--- src/rtl/lane_merge_scheduler.sv ---
// Merges two input lanes into one output stream in strict alternation:
// lane 0 word k, lane 1 word k, lane 0 word k+1, and so on.
// Each lane is buffered in its own DEPTH-word FIFO. The first word leaves only
// once both lanes hold data. A write to a full FIFO with no pop on that FIFO is
// dropped, sets that lane's sticky overflow flag and parks the block in ERR.
// ERR is left only through flush or reset.
//
// Ports:
//   clk_2f      block clock, rising edge
//   reset_L     asynchronous active-low reset
//   lane_0/1    lane words, sampled when valid_0/1 = 1
//   valid_0/1   lane word present this cycle
//   out_ready   downstream accepts data_out this cycle
//   flush       synchronous clear of FIFOs, flags and FSM; wins over everything
//   data_out    merged word (registered)
//   valid_out   data_out holds a valid word (registered)
//   fill_0/1    per-lane FIFO occupancy
//   overflow_0/1 sticky per-lane overflow flags
//   state       FSM encoding: IDLE=0, L0=1, L1=2, ERR=3
module lane_merge_scheduler #(
    parameter int unsigned DW    = 32,
    parameter int unsigned DEPTH = 4
) (
    input  logic                   clk_2f,
    input  logic                   reset_L,
    input  logic [DW-1:0]          lane_0,
    input  logic                   valid_0,
    input  logic [DW-1:0]          lane_1,
    input  logic                   valid_1,
    input  logic                   out_ready,
    input  logic                   flush,
    output logic [DW-1:0]          data_out,
    output logic                   valid_out,
    output logic [$clog2(DEPTH):0] fill_0,
    output logic [$clog2(DEPTH):0] fill_1,
    output logic                   overflow_0,
    output logic                   overflow_1,
    output logic [1:0]             state
);

    localparam int unsigned AW = $clog2(DEPTH);
    localparam int unsigned FW = AW + 1;
    localparam logic [FW-1:0] FULL = FW'(DEPTH);

    typedef enum logic [1:0] {
        StIdle = 2'd0,
        StL0   = 2'd1,
        StL1   = 2'd2,
        StErr  = 2'd3
    } state_e;

    state_e        state_q, state_d;
    logic [DW-1:0] data_q, data_d;
    logic          valid_q, valid_d;
    logic [1:0]    ovf_q, ovf_d;

    logic [DW-1:0] mem [2][DEPTH];
    logic [AW-1:0] wr_ptr_q [2];
    logic [AW-1:0] wr_ptr_d [2];
    logic [AW-1:0] rd_ptr_q [2];
    logic [AW-1:0] rd_ptr_d [2];
    logic [FW-1:0] fill_q [2];
    logic [FW-1:0] fill_d [2];

    logic [DW-1:0] din [2];
    logic [1:0]    vin;
    logic [1:0]    pop;
    logic [1:0]    wr_en;
    logic [1:0]    ovf_hit;
    logic          slot_free;
    logic          in_err;

    assign din[0] = lane_0;
    assign din[1] = lane_1;
    assign vin    = {valid_1, valid_0};

    // Output slot can take a new word when empty or being drained this cycle.
    assign slot_free = !valid_q || out_ready;
    assign in_err    = (state_q == StErr);

    always_comb begin
        state_d = state_q;
        data_d  = data_q;
        valid_d = valid_q;
        pop     = '0;

        // Pop decisions look only at registered fills, never at this cycle's writes.
        unique case (state_q)
            StIdle: begin
                if (slot_free) begin
                    valid_d = 1'b0;
                    if (fill_q[0] != '0 && fill_q[1] != '0) begin
                        pop[0]  = 1'b1;
                        data_d  = mem[0][rd_ptr_q[0]];
                        valid_d = 1'b1;
                        state_d = StL1;
                    end
                end
            end
            StL0: begin
                if (slot_free) begin
                    if (fill_q[0] != '0) begin
                        pop[0]  = 1'b1;
                        data_d  = mem[0][rd_ptr_q[0]];
                        valid_d = 1'b1;
                        state_d = StL1;
                    end else begin
                        // Wait on lane 0 rather than skipping ahead to lane 1.
                        valid_d = 1'b0;
                    end
                end
            end
            StL1: begin
                if (slot_free) begin
                    if (fill_q[1] != '0) begin
                        pop[1]  = 1'b1;
                        data_d  = mem[1][rd_ptr_q[1]];
                        valid_d = 1'b1;
                        state_d = StL0;
                    end else begin
                        valid_d = 1'b0;
                    end
                end
            end
            StErr: begin
                valid_d = 1'b0;
            end
            default: begin
                state_d = StIdle;
                valid_d = 1'b0;
            end
        endcase

        // A full FIFO still accepts a write when it is popped at the same edge.
        for (int i = 0; i < 2; i++) begin
            wr_en[i]    = vin[i] && !in_err && ((fill_q[i] != FULL) || pop[i]);
            ovf_hit[i]  = vin[i] && !in_err && (fill_q[i] == FULL) && !pop[i];
            wr_ptr_d[i] = wr_ptr_q[i] + AW'(wr_en[i]);
            rd_ptr_d[i] = rd_ptr_q[i] + AW'(pop[i]);
            fill_d[i]   = fill_q[i] + FW'(wr_en[i]) - FW'(pop[i]);
        end
        ovf_d = ovf_q | ovf_hit;

        if (|ovf_hit) begin
            state_d = StErr;
            valid_d = 1'b0;
        end

        if (flush) begin
            wr_en   = '0;
            ovf_d   = '0;
            valid_d = 1'b0;
            state_d = StIdle;
            for (int i = 0; i < 2; i++) begin
                wr_ptr_d[i] = '0;
                rd_ptr_d[i] = '0;
                fill_d[i]   = '0;
            end
        end
    end

    always_ff @(posedge clk_2f or negedge reset_L) begin
        if (!reset_L) begin
            state_q <= StIdle;
            data_q  <= '0;
            valid_q <= 1'b0;
            ovf_q   <= '0;
            for (int i = 0; i < 2; i++) begin
                wr_ptr_q[i] <= '0;
                rd_ptr_q[i] <= '0;
                fill_q[i]   <= '0;
            end
        end else begin
            state_q <= state_d;
            data_q  <= data_d;
            valid_q <= valid_d;
            ovf_q   <= ovf_d;
            for (int i = 0; i < 2; i++) begin
                wr_ptr_q[i] <= wr_ptr_d[i];
                rd_ptr_q[i] <= rd_ptr_d[i];
                fill_q[i]   <= fill_d[i];
            end
        end
    end

    // Storage is never reset; fill counters gate every read.
    always_ff @(posedge clk_2f) begin
        for (int i = 0; i < 2; i++) begin
            if (wr_en[i]) begin
                mem[i][wr_ptr_q[i]] <= din[i];
            end
        end
    end

    assign data_out   = data_q;
    assign valid_out  = valid_q;
    assign fill_0     = fill_q[0];
    assign fill_1     = fill_q[1];
    assign overflow_0 = ovf_q[0];
    assign overflow_1 = ovf_q[1];
    assign state      = state_q;

endmodule

--- config.mk ---
export PLATFORM = sky130hd
export DESIGN_NAME = lane_merge_scheduler
export DESIGN_NICKNAME = d
export VERILOG_FILES = /design/src/rtl/lane_merge_scheduler.sv
export SDC_FILE = /design/constraint.sdc
export NUM_CORES = 1
export LEC_CHECK = 0
export ABC_AREA = 1
export BUFFER_PORTS_ARGS = -buffer_cell sky130_fd_sc_hd__clkbuf_2
export CAP_MARGIN = 15
export CORE_UTILIZATION = 40
export DETAILED_ROUTE_END_ITERATION = 10
export SYNTH_ARGS = -nofsm -noshare
export SYNTH_HDL_FRONTEND = slang
export SYNTH_SLANG_ARGS = --single-unit
export TNS_END_PERCENT = 20
--- constraint.sdc ---
create_clock -name clk_2f -period 10.8 [get_ports clk_2f]
set_clock_uncertainty 0.1 [all_clocks]
set_input_delay 1.08 -clock clk_2f [delete_from_list [all_inputs] [get_ports clk_2f]]
set_output_delay 1.08 -clock clk_2f [all_outputs]
set_load 0.01 [all_outputs]
==> results of run 1 <==
[worst max path at each step]
stage,endpoint,slack (ns),depth (start not counted),startpoint
2_1_floorplan,mem[0][100],6.49,6,out_ready
3_3_place_gp,data_out[28],7.87,8,out_ready
3_5_place_dp,fill_1[2],7.84,11,state[1]
4_1_cts,fill_1[2],7.85,11,state[1]
5_1_grt,fill_1[2],7.67,11,state[1]
6_report,fill_1[2],7.91,11,state[1]
[cell usage after synthesis]
master | number | area [sq um]
a21oi_1 | 6 | 30.03
buf_2 | 26 | 130.1
buf_4 | 1 | 7.510
buf_6 | 3 | 33.78
clkbuf_1 | 22 | 82.58
dfrtp_1 | 51 | 1276
edfxtp_1 | 256 | 7687
fa_1 | 2 | 40.04
ha_1 | 8 | 100.1
inv_1 | 35 | 131.4
inv_2 | 6 | 22.52
nand2_1 | 320 | 1201
nand2_2 | 1 | 6.260
nand3_1 | 114 | 570.6
nand3_2 | 1 | 10.01
nor2_1 | 73 | 274.0
nor2_2 | 1 | 6.260
nor2_4 | 2 | 22.52
nor3_1 | 8 | 40.04
o21ai_0 | 60 | 300.3
o21ai_2 | 1 | 8.760
o22ai_1 | 28 | 175.2
xnor2_1 | 2 | 17.52
xor2_1 | 4 | 35.03
[metal layers]
layer / global-route usage [%] / vias to the layer above
li1: - / 3773
met4: 5.747 / 6
met2: 26.72 / 171
met3: 3.694 / 47
met1: 24.78 / 3685
met5: 0 / -
[logic make-up (layout without fill, tap and decap cells)]
kind of cell | after synthesis | after routing | synth area share (%)
adders and majority gates | 10 | 10 | 1.148
AOI/OAI and AO/OA | 95 | 95 | 4.212
buffers and inverters | 93 | 226 | 3.341
and+or+nand+nor | 520 | 520 | 17.45
DFF | 307 | 307 | 73.42
xor gates and xnor gates | 6 | 6 | 0.4304
[area by class of cell]
class	count	area [sq um]
Clock buffer	45	943.4
Clock inverter	14	96.34
Fill cell	2683	15610
Inverter	41	153.9
Multi-Input combinational cell	631	2878
Sequential cell	307	8966
Tap cell	390	488.0
Timing Repair Buffer	126	665.6
[power breakdown]
part	internal [W]	total (W)	switching [W]
clock network	0.000637	0.00107	0.000438
registers	0.00144	0.00153	0.0000911
logic	0.000258	0.000828	0.000570
[sequential cells by signal, indices dropped and copies added (netlist names)]
signal,flops
mem,256
data_out,32
rd_ptr_q,4
wr_ptr_q,4
fill_0,3
fill_1,3
ovf_q,2
state,2
valid_out,1
[stage by stage]
stage | util (%) | hold WS (ns) | area, sq um | instances
2_1_floorplan | - | 0.3779 | 12210 | 1031
3_5_place_dp | 44.14 | 0.3766 | 13150 | 1495
6_report | 47.63 | 0.3904 | 14190 | 1554
3_3_place_gp | 44.14 | 0.3699 | 13150 | 1495
5_1_grt | 47.63 | 0.4022 | 14190 | 1554
4_1_cts | 47.63 | 0.3927 | 14190 | 1554
[critical path, stage by stage, from the launching register on]
cell and delay, ns:
dfrtp_1 0.45, inv_2 0.09, nor2_4 0.70, nand3_2 0.18, nand3_1 0.11, nand2_1 0.08
ha_1 0.28, inv_1 0.04, ha_1 0.18, fa_1 0.38, xor2_1 0.15, nor2_1 0.05
==> flow_summary.json, run 1 <==
{
  "status": "finished, final reports clean",
  "seq_area_frac_synth_pct": 73.42,
  "r2r_slack_ns": 7.91,
  "worstSetupStartpointType": "flip-flop",
  "nNetsFinal": 1221,
  "post_cts_buffers": 0,
  "synth_cell_type_count": 24,
  "gp_congestion": 0.8206,
  "endpoint_kind": "flip-flop",
  "hp-class": "flip-flop to flip-flop",
  "first_pass_iters": 5,
  "final.setup.worst_slack_ns": 7.906,
  "coreArea_sq_um": 29800,
  "drc": 0,
  "grt_pass1_wl_um": 41360,
  "max_slew_margin_pct": 27.81,
  "dr_wl_met2_um": 12550,
  "cts_max_level": 2,
  "hold_viol": 0,
  "grt_pass1_vias": 7163,
  "avgSynthCellArea_sq_um": 11.84,
  "vias": 7682,
  "cts_tree": "built",
  "io-pin-count": 113,
  "yosysWarnings": 0,
  "syn_to_final_growth_pct": 16.23,
  "netlist_area_sq_um": 12210,
  "wl_per_cell_um": 17.31,
  "clk_pin_slew_ns": 0.06,
  "rows": 63,
  "min_from": "data_out[18]",
  "critPathArrivalTime_ns": 3.17,
  "power.density_nw_per_um2": 241.7,
  "cts_hold_buf": 0,
  "clock_latency_ns": 0.50,
  "met1_length_um": 12160,
  "die_height_um": 176.7,
  "hold_path_depth": 2,
  "grt_use_total_pct": 17.46,
  "fin_crit_ns": 2.894,
  "clock.fmax_mhz": 345.5,
  "cts_buffers": 34,
  "slew_violations": 0,
  "ff2ff_path_depth": 11,
  "cts_resized": 0,
  "diodes": 0,
  "antenna_found_initial": 3,
  "die_area_sq_um": 31230,
  "rsz0062_at_grt": "false",
  "drv_cap": 0,
  "fin_setup_tns_ns": 0,
  "tightest_slew_ns": 1.083,
  "worstHoldEndpoint": "data_out[18]",
  "power_leakage_nw": 5.669,
  "dp_hpwl_um": 16550,
  "syn_inst": 1031,
  "timing.final.crit_share_pct": 26.80,
  "ant_nets": 0,
  "ys_ff_latch": 307,
  "routed.top_layer": "met5",
  "dr_wl_met3_um": 1491,
  "clock_sinks": 307,
  "path_class": "flip-flop to flip-flop",
  "syn_nets": 1111,
  "grt_start_max_net_pins": 66,
  "first_iter_violations": 612,
  "rr_startpoint": "state[1]",
  "die_w_um": 176.7,
  "cts_buffer_depth": 3,
  "crit_fanout": 34,
  "io_buffers": 112,
  "required_ns": 11.07,
  "finalSetupViolations": 0,
  "place_ws_ns": 7.842,
  "mostFrequentLayoutCells": "320 x nand2_1, 256 x edfxtp_1, 114 x nand3_1",
  "clockRootBuffer": "clkbuf_16",
  "power_w": 0.003430,
  "layout_commonest_cell": "nand2_1",
  "viasPerCell": 4.943,
  "rr_endpoint": "fill_1[2]",
  "ir_drop_mv": 0.08705,
  "wl_um": 26890,
  "drive_gt1_share_pct": 17.01,
  "grt.overflow.total": 0,
  "initial_core_util_pct": 40.98
}
No activity file was read; power rests on OpenSTA's default activity.
==> inputs of run 2 (changes only) <==
ABC_AREA = 0   (was 1)
clock period = 3 ns   (was 10.8 ns; I/O delays follow)
==> flow_summary.json, run 2 <==
{
  "yosysWarnings": 0,
  "crit_buf_inv": 2,
  "endpoint_kind": "flip-flop",
  "power_leakage_nw": 5.115,
  "antenna_found_initial": 2,
  "vias": 6164,
  "cts_buffers": 31,
  "fin_setup_tns_ns": 0,
  "max_stage_delay_ns": 0.51,
  "layout_commonest_cell": "edfxtp_1",
  "worstSetupStartpointType": "flip-flop",
  "synth_ff_type": "edfxtp_1",
  "cp_slowest_cell": "dfrtp_1",
  "synth_cell_type_count": 39,
  "ir_drop_mv": 0.4980,
  "mostFrequentLayoutCells": "256 x edfxtp_1, 112 x clkbuf_2, 71 x nor2_1",
  "path_class": "flip-flop to flip-flop",
  "synth_edf_count": 256,
  "power.density_nw_per_um2": 877.0,
  "clk_pin_slew_ns": 0.06,
  "ys_ff_latch": 307,
  "fin_hold_ws_ns": 0.1413,
  "ff2ff_path_depth": 9,
  "coreArea_sq_um": 28780,
  "rsz0062_at_grt": "false",
  "crit_fanout": 10,
  "syn_nets": 670,
  "slew_violations": 0,
  "synth_top_cell_by_area": "edfxtp_1",
  "fillers": 2363,
  "finalSetupViolations": 0,
  "viasPerCell": 5.120,
  "clock.fmax_mhz": 385.7,
  "avgSynthCellArea_sq_um": 19.84,
  "status": "finished, final reports clean",
  "drv_cap": 0,
  "cts_resized": 0,
  "synth_area_leaders": "edfxtp_1 66%, mux4_2 12%, dfrtp_1 11%, nor2_1 2.3%, o22ai_1 1.5%",
  "rr_endpoint": "fill_0[1]",
  "netlist.area_leader.share_pct": 65.66,
  "ant_nets": 0,
  "rr_startpoint": "state[0]",
  "hp-class": "input pin to flip-flop",
  "min_from": "flush",
  "dp_cells": 1080,
  "largest_reg_flops": 256,
  "grt_use_total_pct": 17.14,
  "final_cells": 1204,
  "required_ns": 3.32,
  "first_pass_iters": 7,
  "post_cts_buffers": 0,
  "cts_max_level": 1,
  "tightest_slew_ns": 0.9358,
  "hold_viol": 0,
  "grt.overflow.total": 0,
  "path_cells": "nor4_2, o21ai_0, a21o_1, inv_1, ha_1, inv_1, ha_1, fa_1, nor2b_1",
  "drc": 0,
  "nNetsFinal": 874,
  "hold_path_depth": 3,
  "die_area_sq_um": 29960,
  "io-pin-count": 113,
  "critPathArrivalTime_ns": 2.91,
  "yosysMostFrequentCell": "edfxtp_1",
  "die_height_um": 173.1,
  "gp_congestion": 0.7641,
  "die_w_um": 173.1,
  "first_iter_violations": 431,
  "cts_buffer_depth": 3,
  "fin_crit_ns": 2.593,
  "syn_inst": 590,
  "timing.final.crit_share_pct": 86.43,
  "netlist_top_cells_count": "256 x edfxtp_1, 71 x nor2_1, 64 x mux4_2",
  "netlist_area_sq_um": 11710,
  "clock_latency_ns": 0.55,
  "synthArstFlopShare_pct": 16.61,
  "drive_gt1_share_pct": 32.60,
  "grt_pass1_vias": 6744,
  "rows": 62,
  "seq_area_frac_synth_pct": 76.56,
  "grt_pass1_wl_um": 39170,
  "syn_to_final_growth_pct": 24.49,
  "initial_core_util_pct": 40.68,
  "cts_tree": "built",
  "clockRootBuffer": "clkbuf_16",
  "path_delay_family": "adder cells",
  "max_slew_margin_pct": 37.62,
  "grt_start_max_net_pins": 34,
  "worstHoldEndpoint": "fill_0[2]",
  "io_buffers": 112,
  "dp_hpwl_um": 15600,
  "wl_um": 25020,
  "r2r_slack_ns": 0.41,
  "clock_sinks": 307,
  "wl_per_cell_um": 20.78
}
-- run 2: changes by cell type in the layout (fill, tap and decap cells not counted), moves of 6 or more --
cell           change
buf_4              +9
dlygate4sd3_1     +65
inv_1             -23
inv_2              -6
mux4_2            +64
nand2_1          -316
nand3_1          -114
nor2b_1           +10
o21ai_0           -56
xnor2_1            +6
-- run 2: worst max-delay path by stage --
stage | startpoint | end | slack (ns) | cells after the start
floorplan | state[1] | mem[0][160] | -0.87 | 5
global placement | out_ready | fill_1[2] | 0.50 | 11
detailed placement | out_ready | fill_1[2] | 0.42 | 11
CTS | valid_out | fill_1[2] | 0.41 | 10
global route | state[0] | fill_0[2] | 0.28 | 10
finish | state[0] | fill_0[1] | 0.41 | 9
-- run 2: logic make-up after synthesis --
family                     after synthesis  synth area share (%)
muxes                                   68                 12.65
AOI/OAI and AO/OA                       47                 2.693
buffers and inverters                   43                 1.977
xor gates and xnor gates                 8                0.5985
and+or+nand+nor                        107                 4.318
adders and majority gates               10                 1.197
DFF                                    307                 76.56
-- run 2: what timing repair did --
item	in CTS	in global routing
endpoints found under the setup margin	0	0
hold endpoints to repair	281	0
hold buffers	65	0
-- run 2: worst min-delay path, stage by stage --
cell and delay, ns:
clkbuf_2 0.09, buf_4 0.22, nor2_1 0.12
-- run 2: power breakdown --
part           internal [W]  leakage (nW)  total (W)  switching [W]
clock               0.00244         0.521    0.00401        0.00157
combinational       0.00133          1.67    0.00305        0.00172
sequential          0.00533          2.92    0.00572       0.000393
-- run 2: cell type report --
class,count,area (sq um),share of cell area [%]
flip-flops and latches,307,8969,61.53
diodes,1,2.502,0.01717
repair buffers,202,1424,9.769
well taps,384,480.5,3.296
clock buffers,39,815.8,5.597
clock inverters,19,256.5,1.760
multi-input cells,240,2582,17.72
inverters,12,45.04,0.3090
-- run 2: routing by layer --
metal | vias up | share of wire, % | wire [um] | global-route usage [%]
li1 | 2757 | - | - | -
met5 | - | 0.052 | 13 | 0
met1 | 3226 | 46 | 11510 | 24.38
met4 | 2 | 1.1 | 263 | 2.471
met3 | 23 | 4.4 | 1113 | 3.034
met2 | 156 | 48 | 12110 | 28.34
-- run 2: through the flow --
step | utilization [%] | instance area [sq um] | setup slack (ns) | total power [W]
after CTS | 50.63 | 14570 | 0.4063 | 0.01295
final | 50.64 | 14580 | 0.4072 | 0.01278
after global placement | 44.65 | 12850 | 0.4964 | 0.008745
after detailed placement | 44.65 | 12850 | 0.4226 | 0.008848
after floorplan | - | 11740 | -0.8687 | 0.007753
after global routing | 50.64 | 14580 | 0.2804 | 0.01342
